File: config.mk
export PLATFORM = sky130hd
export DESIGN_NAME = vec_load_collector
export DESIGN_NICKNAME = d
export VERILOG_FILES = /design/src/rtl/vec_load_collector.sv
export SDC_FILE = /design/constraint.sdc
export NUM_CORES = 1
export LEC_CHECK = 0
export CORE_MARGIN = 4
export CORE_UTILIZATION = 45
export CTS_BUF_LIST = sky130_fd_sc_hd__clkbuf_4
export DETAILED_ROUTE_END_ITERATION = 10
export DONT_BUFFER_PORTS = 1
export PLACE_DENSITY = 0.58
export SYNTH_ARGS = -nofsm -noshare
export SYNTH_HDL_FRONTEND = slang
export SYNTH_SLANG_ARGS = --single-unit
File: constraint.sdc
create_clock -name clk -period 11.3 [get_ports clk]
set_input_delay 0 -clock clk [delete_from_list [all_inputs] [get_ports clk]]
set_output_delay 0 -clock clk [all_outputs]
set_load 0.01 [all_outputs]
File: src/rtl/vec_load_collector.sv
// Vector load collector: gathers NUM_WORDS memory words into one packed vector,
// filled in ascending or descending index order, tagged with a destination register.
module vec_load_collector #(
    parameter int DATA_W    = 16,
    parameter int NUM_WORDS = 16,
    parameter int RD_W      = 5
) (
    input  logic                        clk,
    input  logic                        rst,
    input  logic                        start,
    input  logic                        desc_mode,
    input  logic [RD_W-1:0]             rd_in,
    input  logic                        in_valid,
    input  logic [DATA_W-1:0]           in_data,
    input  logic                        abort,
    output logic                        busy,
    output logic                        done,
    output logic                        out_valid,
    output logic [RD_W-1:0]             rd_out,
    output logic [NUM_WORDS*DATA_W-1:0] out_data
);

    localparam int IDX_W = $clog2(NUM_WORDS);

    typedef enum logic [1:0] {
        IDLE,
        COLLECT,
        DONE
    } state_t;

    state_t           state;
    state_t           state_nxt;
    logic [IDX_W-1:0] idx;
    logic [IDX_W-1:0] cnt;
    logic             desc;
    logic             last_word;

    // Completion is decided by the accepted-word count, so idx never steps past the end.
    assign last_word = (state == COLLECT) && in_valid && (cnt == IDX_W'(NUM_WORDS - 1));

    always_ff @(posedge clk or posedge rst) begin
        if (rst) state <= IDLE;
        else     state <= state_nxt;
    end

    always_comb begin
        state_nxt = state;
        case (state)
            IDLE, DONE: state_nxt = start ? COLLECT : IDLE;
            COLLECT:    if (last_word) state_nxt = DONE;
            default:    state_nxt = IDLE;
        endcase
        if (abort) state_nxt = IDLE;
    end

    always_ff @(posedge clk or posedge rst) begin
        if (rst) begin
            out_data  <= '0;
            rd_out    <= '0;
            out_valid <= 1'b0;
            idx       <= '0;
            cnt       <= '0;
            desc      <= 1'b0;
        end else if (abort) begin
            out_valid <= 1'b0;
        end else if (state != COLLECT) begin
            if (start) begin
                rd_out    <= rd_in;
                desc      <= desc_mode;
                idx       <= desc_mode ? IDX_W'(NUM_WORDS - 1) : '0;
                cnt       <= '0;
                out_valid <= 1'b0;
            end
        end else if (in_valid) begin
            out_data[int'(idx)*DATA_W +: DATA_W] <= in_data;
            if (last_word) begin
                out_valid <= 1'b1;
            end else begin
                idx <= desc ? idx - IDX_W'(1) : idx + IDX_W'(1);
                cnt <= cnt + IDX_W'(1);
            end
        end
    end

    assign busy = (state == COLLECT);
    assign done = (state == DONE);

endmodule

==> results by group <==
Outcome
  • Status: finished, final reports clean

Global route
  • Largest net degree at the start of global routing: 170
  • Number of global-route vias before repair: just under 8000
  • Total track usage: 24.1%
  • Antenna violations before repair: 3
  • Global route overflow: 0
  • First-pass GRT wire length: 48700 um

Synthesis
  • Top cell types by occurrence after synthesis: nand2_1, dfrtp_1, o21ai_0
  • Yosys cell types: between 40 and 50
  • Syn_area_per_cell: 9.63 sq um
  • Ys flop type: dfrtp_1
  • Area share of the largest cell type after synthesis: between 60% and 70%
  • Syn_nets: 1159
  • Post-Syn Area: 10800 sq um
  • Post-synthesis sequential area ratio: 63.2%
  • Top post-synthesis cells by area: dfrtp_1, nand2_1, o21ai_0, o21ai_1, buf_2
  • Post-synthesis cell count: 1123
  • Post-synth EDFFs: 0
  • Synth area leader: dfrtp_1
  • Ys Warns: 0
  • #FFs+latches synth: 273
  • Async S/R FF share, synth: 100%
  • Most common cell in the synthesized netlist: nand2_1

Die
  • CORE AREA: 23500 sq um
  • Initial Util: 45.9%
  • Num ports: 291
  • Die area: 26600 sq um
  • Die width: 163 um
  • # rows: 56
  • Die Y: roughly 160 um

Place
  • Placed cell areas: 10900 sq um
  • Post-DP HPWL: 20400 um
  • GP Congestion: 0.799
  • Port buffer count: 0

Flow run
  • Max_cap viols: 0

Clock network
  • Htree depth: 3
  • Setup bufs post-CTS: 0
  • Total CTS buffers: 73
  • CTS resizes: 0
  • CTS tree: built
  • Sink Count: 273
  • CTS clk-pin slew, worst paths: 0.07 ns
  • Clock buffer depth: 3
  • CTS Hold Bufs: 32
  • Latest clock arrival within the worst-skew pair: 0.68 ns
  • Root buf cell: clkbuf_4

Layout
  • NumNets Final: 1190
  • Finished Cell Area: 12100 sq um
  • Layout cell share with drive strength beyond 1: 11.1%
  • Layout area overhead: 11.9%

Drt
  • WL final: 32200 um
  • DRT Pass-1 Iters: 4
  • DR vias: 7924
  • Avg WL per Cell: 21.2 um
  • Drt drc: 0
  • DR vias/cell: approximately 5.2
  • Initial drt markers: about 490
  • Number of nets with antenna violations after routing: 0

Timing
  • TNS Setup: 0 ns
  • Fin. max-slew vios: 0
  • Least-Margin Pin Slew: 1.14 ns
  • Min Tclk post-route: 3.16 ns
  • Final hold violation count: 0
  • Ratio of final minimum period to clock period: 28.0%
  • Worst Skew: 0.0493 ns
  • Max Freq: between 300 and 400 MHz
  • Hold_ws: 0.0576 ns
  • Unrepaired setup endpoints after global routing: false
  • Final setup viols: 0
  • Relative slew slack: about a quarter

Power and ir drop
  • Peak supply drop: 0.0903 mV
  • Leakage power total: between 0.005 and 0.006 uW
  • Power Density: 195 nW/um^2

Setup path
  • Critical path start-end classification: flip-flop to flip-flop
  • Worst reg-to-reg setup slack: 8.14 ns
  • CP required: ~12 ns
  • Setup crit end kind: flip-flop
  • CP max FO: 32
  • Worst endpoint data arrival time: 3.65 ns
  • Startpoint type of the worst setup path: flip-flop

Hold path
  • HP Class: primary input to flip-flop
-- cell families after synthesis --
kind of cell	share of synthesized area, %
flip-flops	63.2
buffers and inverters	3.97
AO/OA/AOI/OAI	13.3
multiplexers	0.799
AND/OR/NAND/NOR	17.2
XOR/XNOR	0.394
adder cells (fa/ha/maj)	1.11
-- final timing paths --
path,end,cells after the start,startpoint
setup reg to reg,out_data[13],6,idx[0]
setup / recovery,out_data[13],6,idx[0]
max in group asynchronous,out_data[252],4,rst
min in group asynchronous,out_data[61],3,rst
hold reg to reg,cnt[0],1,cnt[0]
hold / removal,rd_out[3],2,rd_in[3]
-- metrics by stage --
stage | total power (uW) | util [%] | std cells | setup WS (ns)
after floorplan | 1410 | - | 1123 | 3.78
after global placement | 1490 | 46.2 | 1366 | 8.32
after detailed placement | 1500 | 46.2 | 1366 | 8.16
after CTS | 2390 | 51.4 | 1515 | 8.14
after global routing | 2490 | 51.4 | 1517 | 7.66
final | 2350 | 51.4 | 1517 | 8.14
-- registers in the layout, summed over array words and instances (netlist names) --
| signal | cells |
|---|---|
| cnt | 4 |
| desc | 1 |
| rd_out | 5 |
| out_valid | 1 |
| state | 2 |
| out_data | 256 |
| idx | 4 |
-- cell type report --
type	count	area [sq um]
clock inverter	19	139
sequential	273	6830
antenna	2	5.00
inverter	8	37.5
clock buffer	98	736
timing repair buffer	39	403
multi-input combinational	759	3550
tap	319	399
fill	2274	11400
-- power by group --
part,internal [uW],switching (uW)
clock,447,402
combinational,96.5,222
sequential,1060,123
total,1610,747
-- layer usage --
layer / up-vias / share of wire (%) / track usage [%]
met5: - / 0 / 0
met4: 0 / 2.9 / 9.87
met3: 55 / 9.5 / 8.93
met2: 305 / 47 / 37.7
met1: 3778 / 41 / 30.5
li1: 3786 / - / -
-- layout by cell type, fill, tap and decap left out, types with 2 or more instances in the layout --
| cell type | instances |
|---|---|
| nand2_1 | 419 |
| dfrtp_1 | 273 |
| o21ai_0 | 178 |
| clkbuf_4 | 98 |
| o21ai_1 | 81 |
| dlygate4sd3_1 | 31 |
| nor2_1 | 13 |
| clkinv_1 | 12 |
| ha_1 | 8 |
| inv_1 | 7 |
| buf_4 | 6 |
| nor3_2 | 5 |
| mux2_2 | 5 |
| a21oi_1 | 4 |
| and3_1 | 3 |
| mux2i_1 | 3 |
| xnor2_1 | 3 |
| diode_2 | 2 |
| o211ai_1 | 2 |
| nand2b_1 | 2 |
| a211oi_2 | 2 |
| nor3_1 | 2 |
| nor2b_1 | 2 |
| nand4_1 | 2 |
| nand3_1 | 2 |
| nor4_1 | 2 |
| a21o_1 | 2 |
| a31oi_1 | 2 |
| bufinv_16 | 2 |
-- critical path, stage by stage (launching register included) --
cell	delay, ns
dfrtp_1	0.57
inv_1	0.22
ha_1	0.43
nor4b_1	0.44
nand4_1	0.92
nand2_1	0.29
o21ai_0	0.12
No activity file was read; power rests on OpenSTA's default activity.
